<file path="config.mk">
export PLATFORM = sky130hd
export DESIGN_NAME = l3_req_arbiter_flat
export DESIGN_NICKNAME = d
export VERILOG_FILES = /design/src/rtl/l3_req_arbiter_if.sv /design/src/rtl/l3_req_arbiter.sv /design/src/flat_wrapper.sv
export SDC_FILE = /design/constraint.sdc
export NUM_CORES = 1
export LEC_CHECK = 0
export CAP_MARGIN = 20
export CORE_AREA = 2 2 478 480
export CTS_CLUSTER_DIAMETER = 40
export DETAILED_ROUTE_END_ITERATION = 10
export DIE_AREA = 0 0 480 482
export PLACE_DENSITY = 0.3
export SLEW_MARGIN = 20
export SYNTH_ARGS = -nofsm -noshare
export SYNTH_HDL_FRONTEND = slang
export SYNTH_SLANG_ARGS = --single-unit
</file>
<file path="constraint.sdc">
create_clock -name clk -period 3.7 [get_ports clk]
set_clock_uncertainty 0.1 [all_clocks]
set_input_delay 0.925 -clock clk [delete_from_list [all_inputs] [get_ports clk]]
set_output_delay 0.925 -clock clk [all_outputs]
set_load 0.005 [all_outputs]
</file>
<file path="src/rtl/l3_req_arbiter_if.sv">
// rtl/l3_req_arbiter_if.sv - requester-side and L3-side handshake bundle for the L3 request arbiter
interface l3_req_arbiter_if #(
    parameter int NUM_REQ    = 4,
    parameter int ADDR_WIDTH = 56,
    parameter int LINE_SIZE  = 128
) ();
    logic [NUM_REQ-1:0]            req_valid;
    logic [NUM_REQ-1:0]            req_we;
    logic [NUM_REQ*ADDR_WIDTH-1:0] req_addr;
    logic [NUM_REQ*LINE_SIZE-1:0]  req_wdata;
    logic [NUM_REQ-1:0]            req_ack;
    logic [NUM_REQ-1:0]            req_err;
    logic [LINE_SIZE-1:0]          req_rdata;

    logic                          l3_req;
    logic                          l3_we;
    logic [ADDR_WIDTH-1:0]         l3_addr;
    logic [LINE_SIZE-1:0]          l3_wdata;
    logic [LINE_SIZE-1:0]          l3_rdata;
    logic                          l3_ack;

    // master: the arbiter itself; slave: the requesters plus the L3 controller
    modport master (
        input  req_valid, req_we, req_addr, req_wdata, l3_rdata, l3_ack,
        output req_ack, req_err, req_rdata, l3_req, l3_we, l3_addr, l3_wdata
    );

    modport slave (
        output req_valid, req_we, req_addr, req_wdata, l3_rdata, l3_ack,
        input  req_ack, req_err, req_rdata, l3_req, l3_we, l3_addr, l3_wdata
    );
endinterface

</file>
<file path="src/rtl/l3_req_arbiter.sv">
// rtl/l3_req_arbiter.sv - round-robin sequencer sharing one L3 port among NUM_REQ requesters, with watchdog
module l3_req_arbiter #(
    parameter int NUM_REQ    = 4,
    parameter int ADDR_WIDTH = 56,
    parameter int LINE_SIZE  = 128,
    parameter int TIMEOUT    = 1024
) (
    input  logic               clk,
    input  logic               rst,
    l3_req_arbiter_if.master   bus,
    output logic               busy,
    output logic [31:0]        timeout_count
);
    localparam int          IDW     = (NUM_REQ > 1) ? $clog2(NUM_REQ) : 1;
    localparam bit          WD_EN   = (TIMEOUT != 0);
    localparam logic [31:0] TO_LAST = WD_EN ? 32'(TIMEOUT - 1) : 32'd0;

    typedef enum logic [1:0] {IDLE, BUSY, RESP, DRAIN} state_t;

    state_t                 state, state_nxt;
    logic [IDW-1:0]         rr_ptr, rr_ptr_nxt;
    logic [IDW-1:0]         id, id_nxt, id_inc;
    logic [31:0]            timer, timer_nxt, to_cnt_nxt;
    logic                   l3_req_nxt, l3_we_nxt;
    logic [ADDR_WIDTH-1:0]  l3_addr_nxt;
    logic [LINE_SIZE-1:0]   l3_wdata_nxt, rdata_nxt;
    logic [NUM_REQ-1:0]     ack_nxt, err_nxt;
    logic                   win_found;
    logic [IDW-1:0]         win_id;
    logic                   expire;

    assign id_inc = (id == IDW'(NUM_REQ - 1)) ? '0 : id + IDW'(1);
    assign expire = WD_EN && (timer == TO_LAST);

    // Scan downwards so the requester closest to rr_ptr is the last one written, i.e. it wins.
    always_comb begin
        int             idx;
        logic [IDW-1:0] idx_w;
        win_found = 1'b0;
        win_id    = '0;
        idx       = 0;
        idx_w     = '0;
        for (int k = NUM_REQ - 1; k >= 0; k--) begin
            idx = int'(rr_ptr) + k;
            if (idx >= NUM_REQ) idx = idx - NUM_REQ;
            idx_w = IDW'(idx);
            if (bus.req_valid[idx_w]) begin
                win_found = 1'b1;
                win_id    = idx_w;
            end
        end
    end

    always_ff @(posedge clk) begin
        if (rst) begin
            state         <= IDLE;
            rr_ptr        <= '0;
            id            <= '0;
            timer         <= '0;
            timeout_count <= '0;
            busy          <= 1'b0;
            bus.l3_req    <= 1'b0;
            bus.l3_we     <= 1'b0;
            bus.l3_addr   <= '0;
            bus.l3_wdata  <= '0;
            bus.req_ack   <= '0;
            bus.req_err   <= '0;
            bus.req_rdata <= '0;
        end else begin
            state         <= state_nxt;
            rr_ptr        <= rr_ptr_nxt;
            id            <= id_nxt;
            timer         <= timer_nxt;
            timeout_count <= to_cnt_nxt;
            busy          <= (state_nxt != IDLE);
            bus.l3_req    <= l3_req_nxt;
            bus.l3_we     <= l3_we_nxt;
            bus.l3_addr   <= l3_addr_nxt;
            bus.l3_wdata  <= l3_wdata_nxt;
            bus.req_ack   <= ack_nxt;
            bus.req_err   <= err_nxt;
            bus.req_rdata <= rdata_nxt;
        end
    end

    always_comb begin
        state_nxt = state;
        case (state)
            IDLE:    if (win_found) state_nxt = BUSY;
            BUSY: begin
                if (bus.l3_ack)  state_nxt = RESP;
                else if (expire) state_nxt = DRAIN;
            end
            RESP:    state_nxt = IDLE;
            DRAIN:   if (bus.l3_ack) state_nxt = IDLE;
            default: state_nxt = IDLE;
        endcase
    end

    // Ack beats the watchdog when both land on the same cycle; a late ack in DRAIN is simply dropped.
    always_comb begin
        rr_ptr_nxt   = rr_ptr;
        id_nxt       = id;
        timer_nxt    = timer;
        to_cnt_nxt   = timeout_count;
        l3_req_nxt   = bus.l3_req;
        l3_we_nxt    = bus.l3_we;
        l3_addr_nxt  = bus.l3_addr;
        l3_wdata_nxt = bus.l3_wdata;
        rdata_nxt    = bus.req_rdata;
        ack_nxt      = '0;
        err_nxt      = '0;
        case (state)
            IDLE: begin
                if (win_found) begin
                    id_nxt       = win_id;
                    l3_req_nxt   = 1'b1;
                    l3_we_nxt    = bus.req_we[win_id];
                    l3_addr_nxt  = bus.req_addr[int'(win_id)*ADDR_WIDTH +: ADDR_WIDTH];
                    l3_wdata_nxt = bus.req_wdata[int'(win_id)*LINE_SIZE +: LINE_SIZE];
                    timer_nxt    = '0;
                end
            end
            BUSY: begin
                if (bus.l3_ack) begin
                    l3_req_nxt  = 1'b0;
                    ack_nxt[id] = 1'b1;
                    rdata_nxt   = bus.l3_rdata;
                    rr_ptr_nxt  = id_inc;
                end else if (expire) begin
                    l3_req_nxt  = 1'b0;
                    ack_nxt[id] = 1'b1;
                    err_nxt[id] = 1'b1;
                    rdata_nxt   = '0;
                    to_cnt_nxt  = timeout_count + 32'd1;
                    rr_ptr_nxt  = id_inc;
                end else begin
                    timer_nxt   = timer + 32'd1;
                end
            end
            default: ;
        endcase
    end
endmodule
</file>
<file path="src/flat_wrapper.sv">
// flat-port wrapper written by rule: the top's interface ports become plain ports
module l3_req_arbiter_flat 
#(
    parameter int NUM_REQ    = 4,
    parameter int ADDR_WIDTH = 56,
    parameter int LINE_SIZE  = 128,
    parameter int TIMEOUT    = 1024
)
  (clk, rst, busy, timeout_count, bus_req_valid, bus_req_we, bus_req_addr, bus_req_wdata, bus_l3_rdata, bus_l3_ack, bus_req_ack, bus_req_err, bus_req_rdata, bus_l3_req, bus_l3_we, bus_l3_addr, bus_l3_wdata);
  l3_req_arbiter_if #(.NUM_REQ(NUM_REQ), .ADDR_WIDTH(ADDR_WIDTH), .LINE_SIZE(LINE_SIZE)) bus_i ();
  input  logic clk;
  input  logic rst;
  output logic busy;
  output logic [31:0] timeout_count;
  input wire logic [$bits(bus_i.req_valid)-1:0] bus_req_valid;
  input wire logic [$bits(bus_i.req_we)-1:0] bus_req_we;
  input wire logic [$bits(bus_i.req_addr)-1:0] bus_req_addr;
  input wire logic [$bits(bus_i.req_wdata)-1:0] bus_req_wdata;
  input wire logic [$bits(bus_i.l3_rdata)-1:0] bus_l3_rdata;
  input wire logic [$bits(bus_i.l3_ack)-1:0] bus_l3_ack;
  output wire logic [$bits(bus_i.req_ack)-1:0] bus_req_ack;
  output wire logic [$bits(bus_i.req_err)-1:0] bus_req_err;
  output wire logic [$bits(bus_i.req_rdata)-1:0] bus_req_rdata;
  output wire logic [$bits(bus_i.l3_req)-1:0] bus_l3_req;
  output wire logic [$bits(bus_i.l3_we)-1:0] bus_l3_we;
  output wire logic [$bits(bus_i.l3_addr)-1:0] bus_l3_addr;
  output wire logic [$bits(bus_i.l3_wdata)-1:0] bus_l3_wdata;
  assign bus_i.req_valid = bus_req_valid;
  assign bus_i.req_we = bus_req_we;
  assign bus_i.req_addr = bus_req_addr;
  assign bus_i.req_wdata = bus_req_wdata;
  assign bus_i.l3_rdata = bus_l3_rdata;
  assign bus_i.l3_ack = bus_l3_ack;
  assign bus_req_ack = bus_i.req_ack;
  assign bus_req_err = bus_i.req_err;
  assign bus_req_rdata = bus_i.req_rdata;
  assign bus_l3_req = bus_i.l3_req;
  assign bus_l3_we = bus_i.l3_we;
  assign bus_l3_addr = bus_i.l3_addr;
  assign bus_l3_wdata = bus_i.l3_wdata;
  l3_req_arbiter #(.NUM_REQ(NUM_REQ), .ADDR_WIDTH(ADDR_WIDTH), .LINE_SIZE(LINE_SIZE), .TIMEOUT(TIMEOUT)) u_core (.clk(clk), .rst(rst), .bus(bus_i), .busy(busy), .timeout_count(timeout_count));
endmodule
</file>
==> results summary <==
The flow ran to the end, and the final reports show no timing, DRC or antenna violations. The CTS clock-pin slew for the worst setup and hold paths is 50 ps. In this run the clock root is driven by a sky130_fd_sc_hd__clkbuf_16. The total chip power is 0.02096 W.

The number of endpoints with negative hold slack in the final report is 0. The overflow left after global routing came out at 0. The highest metal layer with signal wires is met5. Dividing the detail-routed wire length by the instance count gives 29.65 um. The met3 layer wire length in the routed design came out at 23,080 um. The wire length of the first global-routing pass came out at 251,300 um. The via total after detailed routing is 24,350. The violation count after the first detailed-routing iteration is 1,454. The number of H-tree levels came out at 4.

The count of maximum capacitance violations came out at 0. The core area is 226,400 um2. In the finished design, the share of the clock period the worst path needs comes to 82.66%. In the final design database the tool counted 4,404 nets. The weighted congestion reported at the end of routability-driven placement is 0.8392.

The first-pass iteration count of the detailed router is 5. STA classifies the critical path startpoint as a flop. The die covers 231,400 um2.

The count of hold-fix buffers inserted at cts came out at 0. STA puts the critical path data required time at 2670 ps. The maximum number of pins on one net before global-route repair is 56.

For the worst-skew pair, the clock arrives at the later sink with an insertion delay of 790 ps. The number of rows in the core area came out at 175. The number of global-route vias before repair came out at 24,600. The detailed placement HPWL came out at 165,200 um. Among all flip-flop cells after synthesis, the most frequent one is sky130_fd_sc_hd__dfxtp_1.

The y dimension of the die is 482 um. The total clock buffers created by CTS came out at 137. The initial core utilization is 8.569%. The detailed router put a total of 77,440 um of wire on met1. For this run, the number of Yosys warnings is 0. The longest clock path from root to sink contains 3 buffers. The final-report setup violation count is 0. The number of antenna violations at the first check in global routing came to 199. Global routing consumed, over all layers together, 16.42% of the routing resources.

The min-delay analysis places its worst path in the category flop to flop. The count of state elements after synthesis came out at 393. The post-synthesis to final-layout area growth is 112.9%.

The synthesized net count is 3,117. The number of nets still failing antenna checks after routing is 0. The top fanout value on the critical path came out at 2. The final-report max-slew violation count came out at 0.

A synthesized cell averages 8.676 um2. After detailed routing, the number of vias per cell comes to 3.653. The count of pins on the block boundary came out at 1,230. For this run, asynchronously set or reset flops after synthesis account for 0%. Setup repair after global routing left no endpoint under its margin. TritonCTS built the clock tree. The largest total area in the synthesized netlist belongs to sky130_fd_sc_hd__dfxtp_1.

In this run the static leakage power is 14.27 nW. Sequential elements use 40.55% of the synthesized area. The remaining max-slew budget at the tightest pin came out at 40.91%. On the critical path, the stage with the largest delay is an instance of sky130_fd_sc_hd__clkdlybuf4s50_1. The total DRC errors in the routed layout came out at 0. The synthesized area came out at 19,400 um2. The count of input and output buffers is 1,229. Derived from the worst setup path, the maximum achievable clock frequency is 327.0 MHz.

The worst voltage drop across the vdd grid is 0.0004437 V. The number of cells upsized or downsized after cts came out at 0. The count of flip-flops with a built-in enable after synthesis came out at 0. By area the synthesized netlist is led by sky130_fd_sc_hd__dfxtp_1 (41%), sky130_fd_sc_hd__mux2i_1 (9.6%), sky130_fd_sc_hd__o211ai_1 (7.2%).

Adding up every negative setup slack in the final design gives 0 ps. The netlist uses 51 different library cells. The utilization after layout came out at 18.24%. The power density relative to cell area is 507.6 nW/um2. The number of clock sinks seen by CTS came out at 393. After layout, the minimum clock period comes to 3059 ps.

For the pin with the worst max-slew slack, the measured transition is 878.2 ps. Counting both buffers and inverters, the worst setup path holds a total of 1. The instance area at placement came out at 36,380 um2. The area share of the largest cell type after synthesis is 40.55%. The gate family responsible for the most delay along the worst path is buffers and inverters. Of the cells placed in the final design, the portion with a size suffix greater than 1 is 10.50%. The delay contributed by the slowest stage of the critical path is 770 ps. STA classifies the critical path endpoint as an output port. The die width came out at 480 um.

The data arrival at the endpoint of the critical path came out at 2030 ps. The cell area after layout is 41,300 um2. The total setup buffers inserted after CTS came out at 0. The post-detailed-routing wire length is 197,700 um. The type of the worst setup path is flop to output port. The hold slack is 359.0 ps. The met2 routed wirelength came out at 92,350 um. The synthesized netlist cell count is 2,236.

Walking the worst path, the cells encountered are clkdlybuf4s50_1.
-- synth_stat cells, types with 2 or more instances --
cell type and count:
sky130_fd_sc_hd__mux2_2 2, sky130_fd_sc_hd__and3_1 32, sky130_fd_sc_hd__o21ai_1 3, sky130_fd_sc_hd__o21ai_0 206, sky130_fd_sc_hd__or3_1 16, sky130_fd_sc_hd__o211ai_1 186, sky130_fd_sc_hd__a21o_1 167, sky130_fd_sc_hd__xnor2_1 13
sky130_fd_sc_hd__mux2i_1 187, sky130_fd_sc_hd__nor4_1 14, sky130_fd_sc_hd__or4_1 30, sky130_fd_sc_hd__nand3_1 193, sky130_fd_sc_hd__dfxtp_1 393, sky130_fd_sc_hd__nor2_1 37, sky130_fd_sc_hd__a21boi_0 19, sky130_fd_sc_hd__and2_1 8
sky130_fd_sc_hd__nand2_1 215, sky130_fd_sc_hd__nand2b_1 3, sky130_fd_sc_hd__nand4_1 21, sky130_fd_sc_hd__o31ai_1 21, sky130_fd_sc_hd__clkbuf_1 182, sky130_fd_sc_hd__or2_2 3, sky130_fd_sc_hd__ha_1 6, sky130_fd_sc_hd__xor2_1 8
sky130_fd_sc_hd__inv_1 17, sky130_fd_sc_hd__nor3_1 9, sky130_fd_sc_hd__and4_1 11, sky130_fd_sc_hd__buf_1 10, sky130_fd_sc_hd__a211o_1 2, sky130_fd_sc_hd__a22o_1 128, sky130_fd_sc_hd__nor2b_1 7, sky130_fd_sc_hd__a211oi_1 2
sky130_fd_sc_hd__buf_2 21, sky130_fd_sc_hd__a21oi_1 47
-- logic make-up after synthesis --
kind of cell	Yosys count	share of synthesized area, %
compound gates	787	28.01
fa+ha+maj	6	0.3870
mux	189	9.765
buf+inv	230	4.586
simple gates	610	15.75
flops	393	40.55
xor+xnor	21	0.9481
-- path summary, 6_finish.rpt --
path / slack (ps) / endpoint / depth (start not counted) / start
max: 640 / bus_l3_wdata[122] / 1 / u_core.bus.l3_wdata[122]
min reg2reg: 360 / u_core.bus.l3_req / 1 / u_core.bus.l3_req
max reg2reg: 1000 / u_core.timeout_count[20] / 6 / u_core.timer[0]
min: 360 / u_core.bus.l3_req / 1 / u_core.bus.l3_req
-- cell type report --
class | count | area (um2)
Tap cell | 3009 | 3765
Sequential cell | 393 | 7868
Multi-Input combinational cell | 1613 | 10750
Clock buffer | 191 | 3981
Inverter | 17 | 63.81
Antenna cell | 29 | 72.57
Timing Repair Buffer | 1361 | 13940
Fill cell | 25350 | 185100
Clock inverter | 53 | 863.3
-- metal layers --
| layer | up-vias | GRT usage [%] |
|---|---|---|
| met5 | - | 0 |
| met4 | 138 | 3.482 |
| met3 | 413 | 8.471 |
| met2 | 1220 | 26.96 |
| met1 | 11530 | 18.95 |
| li1 | 11040 | - |
-- state kept, by name, indices dropped and copies added (netlist names) --
name / cells
u_core.bus.req_rdata: 128
u_core.timer: 32
u_core.bus.l3_addr: 56
u_core.id: 2
u_core.rr_ptr: 2
u_core.bus.req_err: 4
u_core.bus.l3_req: 1
u_core.timeout_count: 32
u_core.bus.req_ack: 4
u_core.busy: 1
u_core.bus.l3_we: 1
u_core.bus.l3_wdata: 128
u_core.state: 2
-- report_power, final --
part           switching (W)  internal (W)
logic                0.00183       0.00209
clock network        0.00392       0.00822
registers           0.000285       0.00461
-- stage by stage --
step / std cells / worst slack, ps
after floorplan: 2236 / 880.7
after global placement: 6393 / 19.48
after detailed placement: 6393 / 30.24
after CTS: 6637 / 463.2
after global routing: 6641 / 504.4
final: 6666 / 641.4
-- cells in the final DEF (no fill, tap or decap), drive strengths merged, types with 13 or more instances in the layout --
cell type      Yosys  layout
nor2              38      38
mux2i            187     187
nor4              15      15
or4               31      31
or3               16      16
xnor2             13      13
clkdlybuf4s50      0    1229
o21ai            209     209
a21o             167     167
clkinv             0      28
buf               31     132
clkbuf           182     191
a22o             128     128
diode              0      29
inv               17      20
nand4             23      23
o211ai           186     186
and3              32      32
a21oi             47      47
nand3            193     193
a21boi            19      19
dfxtp            393     393
nand2            215     215
o31ai             21      21
Power figures use the tool's default switching activity.
